**src/rtl/mdu_pkg.sv**
```systemverilog
// Shared definitions for the iterative multiply/divide unit:
// operation encodings and the control FSM state type.
package mdu_pkg;

  localparam logic [1:0] MDU_MULT  = 2'b00;
  localparam logic [1:0] MDU_MULTU = 2'b01;
  localparam logic [1:0] MDU_DIV   = 2'b10;
  localparam logic [1:0] MDU_DIVU  = 2'b11;

  typedef enum logic [1:0] {
    IDLE = 2'b00,
    RUN  = 2'b01,
    FIX  = 2'b10,
    DONE = 2'b11
  } mduState_t;

endpackage

```
**src/rtl/mdu_iter_step.sv**
```systemverilog
// One combinational iteration of the MDU datapath: shift-add multiply on
// {acc, multiplier} or restoring divide on {rem, quotient}.
module mdu_step #(
  parameter int WIDTH = 32
) (
  input  logic             i_divMode,
  input  logic [WIDTH-1:0] i_hi,
  input  logic [WIDTH-1:0] i_lo,
  input  logic [WIDTH-1:0] i_operand,
  output logic [WIDTH-1:0] o_hi,
  output logic [WIDTH-1:0] o_lo
);

  logic [WIDTH:0]   w_sum;
  logic [WIDTH:0]   w_shifted;
  logic [WIDTH-1:0] w_diff;

  // The partial remainder is always below the divisor, so the shifted
  // value fits in WIDTH+1 bits and a successful subtract fits in WIDTH.
  always_comb begin
    w_sum     = {1'b0, i_hi} + (i_lo[0] ? {1'b0, i_operand} : '0);
    w_shifted = {i_hi, i_lo[WIDTH-1]};
    w_diff    = w_shifted[WIDTH-1:0] - i_operand;
    o_hi      = w_sum[WIDTH:1];
    o_lo      = {w_sum[0], i_lo[WIDTH-1:1]};
    if (i_divMode) begin
      if (w_shifted >= {1'b0, i_operand}) begin
        o_hi = w_diff;
        o_lo = {i_lo[WIDTH-2:0], 1'b1};
      end else begin
        o_hi = w_shifted[WIDTH-1:0];
        o_lo = {i_lo[WIDTH-2:0], 1'b0};
      end
    end
  end

endmodule

```
**src/rtl/mdu_iter.sv**
```systemverilog
// Iterative MULT/MULTU/DIV/DIVU unit with HI/LO registers; one datapath
// iteration per cycle, sign correction in FIX, one-cycle done pulse.
module mdu_iter
  import mdu_pkg::*;
#(
  parameter int WIDTH = 32
) (
  input  logic             clk_in,
  input  logic             rst_n_in,
  input  logic             start_in,
  input  logic [1:0]       op_in,
  input  logic [WIDTH-1:0] A_in,
  input  logic [WIDTH-1:0] B_in,
  input  logic             hi_we_in,
  input  logic             lo_we_in,
  input  logic             flush_in,
  output logic             busy_out,
  output logic             done_out,
  output logic             err_out,
  output logic [WIDTH-1:0] HI_out,
  output logic [WIDTH-1:0] LO_out
);

  localparam int CNT_W = $clog2(WIDTH + 1);

  mduState_t          r_state, w_nextState;
  logic [CNT_W-1:0]   r_cnt;
  logic [WIDTH-1:0]   r_acc, r_low, r_operand, r_hi, r_lo;
  logic               r_divMode, r_negQ, r_negR, r_divZero;
  logic               w_signA, w_signB, w_divZero, w_accept, w_mtWrite;
  logic [WIDTH-1:0]   w_absA, w_absB, w_stepHi, w_stepLo;
  logic [2*WIDTH-1:0] w_fixProd;

  // MULT and DIV (op bit 0 clear) are the signed operations.
  assign w_signA   = ~op_in[0] & A_in[WIDTH-1];
  assign w_signB   = ~op_in[0] & B_in[WIDTH-1];
  assign w_absA    = w_signA ? -A_in : A_in;
  assign w_absB    = w_signB ? -B_in : B_in;
  assign w_divZero = op_in[1] && (B_in == '0);
  assign w_accept  = (r_state == IDLE) && start_in && !flush_in;
  assign w_mtWrite = (r_state == IDLE) && !start_in;
  assign w_fixProd = r_negQ ? -{r_acc, r_low} : {r_acc, r_low};

  mdu_step #(.WIDTH(WIDTH)) u_step (
    .i_divMode (r_divMode),
    .i_hi      (r_acc),
    .i_lo      (r_low),
    .i_operand (r_operand),
    .o_hi      (w_stepHi),
    .o_lo      (w_stepLo)
  );

  always_ff @(posedge clk_in or negedge rst_n_in) begin
    if (!rst_n_in) r_state <= IDLE;
    else           r_state <= w_nextState;
  end

  // A zero divisor still spends one RUN cycle, then bypasses iteration and FIX.
  always_comb begin
    w_nextState = r_state;
    case (r_state)
      IDLE: if (w_accept) w_nextState = RUN;
      RUN: begin
        if (flush_in)                     w_nextState = IDLE;
        else if (r_divZero)               w_nextState = DONE;
        else if (r_cnt == CNT_W'(1))      w_nextState = FIX;
      end
      FIX:     w_nextState = flush_in ? IDLE : DONE;
      DONE:    w_nextState = IDLE;
      default: w_nextState = IDLE;
    endcase
  end

  always_comb begin
    busy_out = (r_state == RUN) || (r_state == FIX);
    done_out = (r_state == DONE);
    err_out  = (r_state == DONE) && r_divZero;
  end

  always_ff @(posedge clk_in or negedge rst_n_in) begin
    if (!rst_n_in) begin
      r_cnt     <= '0;
      r_acc     <= '0;
      r_low     <= '0;
      r_operand <= '0;
      r_hi      <= '0;
      r_lo      <= '0;
      r_divMode <= 1'b0;
      r_negQ    <= 1'b0;
      r_negR    <= 1'b0;
      r_divZero <= 1'b0;
    end else begin
      case (r_state)
        IDLE: begin
          if (w_accept) begin
            r_divMode <= op_in[1];
            r_negQ    <= w_signA ^ w_signB;
            r_negR    <= w_signA;
            r_divZero <= w_divZero;
            r_cnt     <= CNT_W'(WIDTH);
            r_acc     <= '0;
            r_low     <= op_in[1] ? w_absA : w_absB;
            r_operand <= op_in[1] ? w_absB : w_absA;
          end else if (w_mtWrite) begin
            if (hi_we_in) r_hi <= A_in;
            if (lo_we_in) r_lo <= A_in;
          end
        end
        RUN: begin
          if (!flush_in && !r_divZero) begin
            r_acc <= w_stepHi;
            r_low <= w_stepLo;
            r_cnt <= r_cnt - CNT_W'(1);
          end
        end
        FIX: begin
          if (!flush_in) begin
            if (r_divMode) begin
              r_lo <= r_negQ ? -r_low : r_low;
              r_hi <= r_negR ? -r_acc : r_acc;
            end else begin
              r_hi <= w_fixProd[2*WIDTH-1:WIDTH];
              r_lo <= w_fixProd[WIDTH-1:0];
            end
          end
        end
        default: ;
      endcase
    end
  end

  assign HI_out = r_hi;
  assign LO_out = r_lo;

endmodule

```
**config.mk**
```make
export PLATFORM = sky130hd
export DESIGN_NAME = mdu_iter
export DESIGN_NICKNAME = d
export VERILOG_FILES = /design/src/rtl/mdu_pkg.sv /design/src/rtl/mdu_iter_step.sv /design/src/rtl/mdu_iter.sv
export SDC_FILE = /design/constraint.sdc
export NUM_CORES = 1
export LEC_CHECK = 0
export CAP_MARGIN = 20
export CORE_UTILIZATION = 55
export CTS_CLUSTER_DIAMETER = 30
export CTS_CLUSTER_SIZE = 40
export DETAILED_ROUTE_END_ITERATION = 8
export DONT_BUFFER_PORTS = 1
export PLACE_DENSITY = 0.7
export SKIP_LAST_GASP = 1
export SLEW_MARGIN = 25
export SYNTH_ARGS = -nofsm -noshare
export SYNTH_HDL_FRONTEND = slang
export SYNTH_HIERARCHICAL = 1
export SYNTH_SLANG_ARGS = --single-unit
```
**constraint.sdc**
```tcl
create_clock -name clk_in -period 3.53 [get_ports clk_in]
set_input_delay 0.8825 -clock clk_in [delete_from_list [all_inputs] [get_ports clk_in]]
set_output_delay 0.8825 -clock clk_in [all_outputs]
set_load 0.1 [all_outputs]
```
==> metrics.log <==
INFO  metric status = completed
INFO  metric initial_core_util = 55.9%
INFO  metric cp_data_required_time = 3.94 ns
INFO  metric count_of_antenna_violating_nets_left_after_detailed_routing = 0
INFO  metric drt_first_iter_violations = 2098
INFO  metric coreArea = 29600 um2
INFO  metric max_slew.worst_pin.slew = 0.989 ns
INFO  metric tritoncts.num_buffers = 17
INFO  metric layout.area.seq = 4310 um2
INFO  metric first_global_vias = 15400
INFO  metric synth.top_cell.area_share = 26.1%
INFO  metric startpoint_type = register
INFO  metric muxShareOfSynthArea = 6.05%
INFO  metric syn_avg_cell_area = 7.87 um2
INFO  metric row_count = 63
INFO  metric grt_pass1_wl = 94100 um
INFO  metric netlist_instances = 2099
INFO  metric yosys.area_share.simple = 24.1%
INFO  metric worstReg2RegEnd = r_acc[30]$_DFFE_PN0P_
INFO  metric layout.cells.most_common = sky130_fd_sc_hd__nand2_1
INFO  metric cts_buffer_depth = 2
INFO  metric fmax = 293 MHz
INFO  metric count_of_flip_flops_with_a_built_in_enable_after_synthesis = 0
INFO  metric crit_arrival = 3.82 ns
INFO  metric place.detailed.hpwl = 48500 um
INFO  metric yosys_most_used_dff = sky130_fd_sc_hd__dfrtp_1
INFO  metric drive_above_1_share = 10.8%
INFO  metric routed_via_count = 17000
INFO  metric setup-tns-final = 0 ns
INFO  metric grt_antenna_before_repair = 0
INFO  metric post-cts-setup-buffers = 0
INFO  metric min_delay_worst_type = input port to asynchronous set/reset pin
INFO  metric synth-adder-area-share = 5.92%
INFO  metric rsz0062_at_grt = false
INFO  metric clock_tree.root_cell = sky130_fd_sc_hd__clkbuf_16
INFO  metric synth-seq-cells = 172
INFO  metric clockPowerShare = 9.7%
INFO  metric relSlewSlack = 34.0%
INFO  metric seqPwrFrac = 34.0%
INFO  metric route.detailed.wl_per_inst = 25.5 um
INFO  metric power.share.combinational = 56.4%
INFO  metric clk-insertion-delay-late = 0.47 ns
INFO  metric synthesis.yosys.warnings = 6
INFO  metric critical_path.max_fanout = 15
INFO  metric grt_overflow_total = 0
INFO  metric period_minus_slack = 3.41 ns
INFO  metric cell_area_reported_after_detailed_placement = 17300 um2
INFO  metric fp.dieH = 175 um
INFO  metric post_detailed_route_drc_marker_count = 0
INFO  metric floorplan.die_area = 30700 um2
INFO  metric grt_usage = 40.6%
INFO  metric series_of_cell_instances_along_the_critical_path = and2_1 -> ha_1 -> a21o_1 -> a2111oi_1 -> a211o_1 -> nor3_1 -> o31a_1 -> o2111ai_1 -> mux2i_1 -> a21oi_1 -> a211oi_1 -> nand3_1 -> nand2_1
INFO  metric cap_viol_max_count = 0
INFO  metric drt_wl_total = 63200 um
INFO  metric syn2layout_area_growth = 8.13%
INFO  metric first_pass_iters = 5
INFO  metric setup.worst_path.end_class = register
INFO  metric layout.cells.non_filler = 2481
INFO  metric peakVddDrop = 0.662 mV
INFO  metric multiInputGateArea = 11500 um2
INFO  metric p_int = 8140 uW
INFO  metric number_of_gates_resized_after_cts = 0
INFO  metric synth_seq_area_share = 26.1%
INFO  metric setup_viol_count_final = 0
INFO  metric globalplace.congestion = 1.01
INFO  metric synth_top_family_by_area = compound AO/OA/AOI/OAI gates
INFO  metric avgViaCountPerCell = 6.86
INFO  metric worst-setup-path-type = register to register
INFO  metric crit_path_max_incr_delay = 0.50 ns
INFO  metric net-switching-power = 11800 uW
INFO  metric hold_viol_final = 0
INFO  metric powerDensity = 1120 nW/um2
INFO  metric synth_fp_nets = 2248
INFO  metric worst_setup_hold_path_clk_slew = 0.08 ns
INFO  metric cts.sinks = 172
INFO  metric reg2reg_setup_slack = 0.12 ns
INFO  metric grt_max_degree = 173
INFO  metric cell_area_after_synthesis = 16500 um2
INFO  metric ff2ff_path_depth = 13
INFO  metric synth_compound_area_share = 25.1%
INFO  metric n_fill_cell = 2758
INFO  metric cts_hold_buffers = 0
INFO  metric synth_xor_area_share = 8.01%
INFO  metric num-nets-final = 2226
INFO  metric cts_tree = yes
INFO  metric slew_violations = 0
INFO  metric top_ports = 139
INFO  metric synth_top_cell_by_area = sky130_fd_sc_hd__dfrtp_1
INFO  metric die_width = 175 um
INFO  metric synth_cell_type_count = 95
INFO  metric worst_path_max_delay_cell = sky130_fd_sc_hd__dfrtp_2
INFO  metric layout.cell_area.non_filler = 17900 um2
INFO  metric crit-reg2reg-launch = r_low[0]$_DFFE_PN0P_
INFO  metric number_of_buffer_cells_added_on_primary_ports = 0
INFO  metric p_leak = 0.00766 uW
INFO  metric synth.top_cells.by_area = sky130_fd_sc_hd__dfrtp_1 26%, sky130_fd_sc_hd__ha_1 5.7%, sky130_fd_sc_hd__nand2_1 4.9%
INFO  metric swShare = 59.1%
INFO  metric fin_worst_skew = 0.0231 ns
INFO  metric mostFrequentLayoutCells = 216 x sky130_fd_sc_hd__nand2_1, 170 x sky130_fd_sc_hd__dfrtp_1, 166 x sky130_fd_sc_hd__nor2_1, 156 x sky130_fd_sc_hd__a21oi_1, 130 x sky130_fd_sc_hd__o21ai_0
INFO  metric cts_max_level = 4
INFO  metric place.detailed.instances = 2448
INFO  metric async_set_reset_flop_share_out_of_synthesis = 100%
INFO  metric timing.final.crit_share = 96.6%
==> cells in the mapped netlist, types with 17 or more instances <==
library cell               number
sky130_fd_sc_hd__a31oi_1       35
sky130_fd_sc_hd__nor4_1        32
sky130_fd_sc_hd__nand2b_1      29
sky130_fd_sc_hd__mux2_2        47
sky130_fd_sc_hd__nand2_1      216
sky130_fd_sc_hd__mux2i_1       47
sky130_fd_sc_hd__a221oi_1      18
sky130_fd_sc_hd__a21oi_1      157
sky130_fd_sc_hd__inv_1         71
sky130_fd_sc_hd__o21ai_0      130
sky130_fd_sc_hd__nor3_1        60
sky130_fd_sc_hd__ha_1          75
sky130_fd_sc_hd__dfrtp_1      172
sky130_fd_sc_hd__nor2_1       166
sky130_fd_sc_hd__nand4_1       19
sky130_fd_sc_hd__nand3_1       80
sky130_fd_sc_hd__xnor2_1       79
sky130_fd_sc_hd__o211ai_1      17
sky130_fd_sc_hd__and2_1        40
sky130_fd_sc_hd__clkbuf_1     103
sky130_fd_sc_hd__o31ai_1       31
sky130_fd_sc_hd__o21a_1        17
sky130_fd_sc_hd__xor2_1        72
sky130_fd_sc_hd__a21o_1        51
sky130_fd_sc_hd__and3_1        19
sky130_fd_sc_hd__a211oi_1      30
==> logic make-up after synthesis <==
group,count (synthesis)
multiplexers,94
adder cells (fa/ha/maj),77
buffers and inverters,201
flip-flops,172
AND/OR/NAND/NOR,781
XOR/XNOR,151
AO/OA/AOI/OAI,623
==> registers in the layout, summed over array words and instances, names as in the netlist, 2 cells and up <==
name / flops
LO_out: 32
r_state: 2
r_cnt: 6
r_operand: 32
HI_out: 32
r_acc: 32
r_low: 32
==> through the flow <==
step | worst slack (ns) | utilization, % | power [uW] | hold slack [ns]
finish | 0.120 | 60.4 | 19900 | 0.104
floorplan | 0.448 | - | 14200 | 0.462
detailed placement | 0.108 | 58.4 | 17600 | 0.504
global route | 0.0135 | 60.4 | 21000 | 0.0999
CTS | 0.0558 | 60.3 | 19600 | 0.0998
global placement | 0.114 | 58.4 | 17500 | 0.482
==> worst max-delay path, delay by kind of cell, from the launching register on <==
family	cells	cell delay [ns]
fa+ha+maj	1	0.34
flops	1	0.50
mux	1	0.22
simple gates	4	0.45
compound gates	7	1.83
==> worst max path at each step <==
stage          slack, ns  cells past startpoint                     to                  from
3_5_place_dp        0.11                     13  r_acc[30]$_DFFE_PN0P_  r_low[0]$_DFFE_PN0P_
4_1_cts             0.06                     13  r_acc[30]$_DFFE_PN0P_  r_low[0]$_DFFE_PN0P_
6_report            0.12                     13  r_acc[30]$_DFFE_PN0P_  r_low[0]$_DFFE_PN0P_
3_3_place_gp        0.11                     13  r_acc[30]$_DFFE_PN0P_  r_low[0]$_DFFE_PN0P_
5_1_grt             0.01                     14  r_acc[28]$_DFFE_PN0P_  r_low[0]$_DFFE_PN0P_
2_1_floorplan       0.45                     15  r_acc[23]$_DFFE_PN0P_  r_low[0]$_DFFE_PN0P_
==> power by group through the flow <==
| stage | logic [uW] | clock network [uW] | registers, uW |
|---|---|---|---|
| 2_1_floorplan | 8000 | 0 | 6200 |
| 3_3_place_gp | 10800 | 0 | 6720 |
| 3_5_place_dp | 10900 | 0 | 6760 |
| 4_1_cts | 10900 | 1940 | 6710 |
| 5_1_grt | 12100 | 2010 | 6850 |
| 6_report | 11200 | 1930 | 6770 |
==> cell type report <==
class | instances | area share (%)
Multi-Input combinational cell | 1726 | 64.4
Sequential cell | 172 | 24.1
Timing Repair Buffer | 89 | 4.04
Tap cell | 390 | 2.73
Clock buffer | 17 | 2.38
Inverter | 71 | 1.49
Clock inverter | 15 | 0.855
Antenna cell | 1 | 0.0140
==> per-layer routing <==
metal | vias up | wire [um] | global-route usage (%)
met2 | 1015 | 27400 | 61.3
met4 | 0 | 2560 | 17.2
met3 | 143 | 6990 | 8.90
li1 | 7681 | - | -
met1 | 8173 | 26200 | 55.7
met5 | - | 0 | 0
No activity file was read; power rests on OpenSTA's default activity.
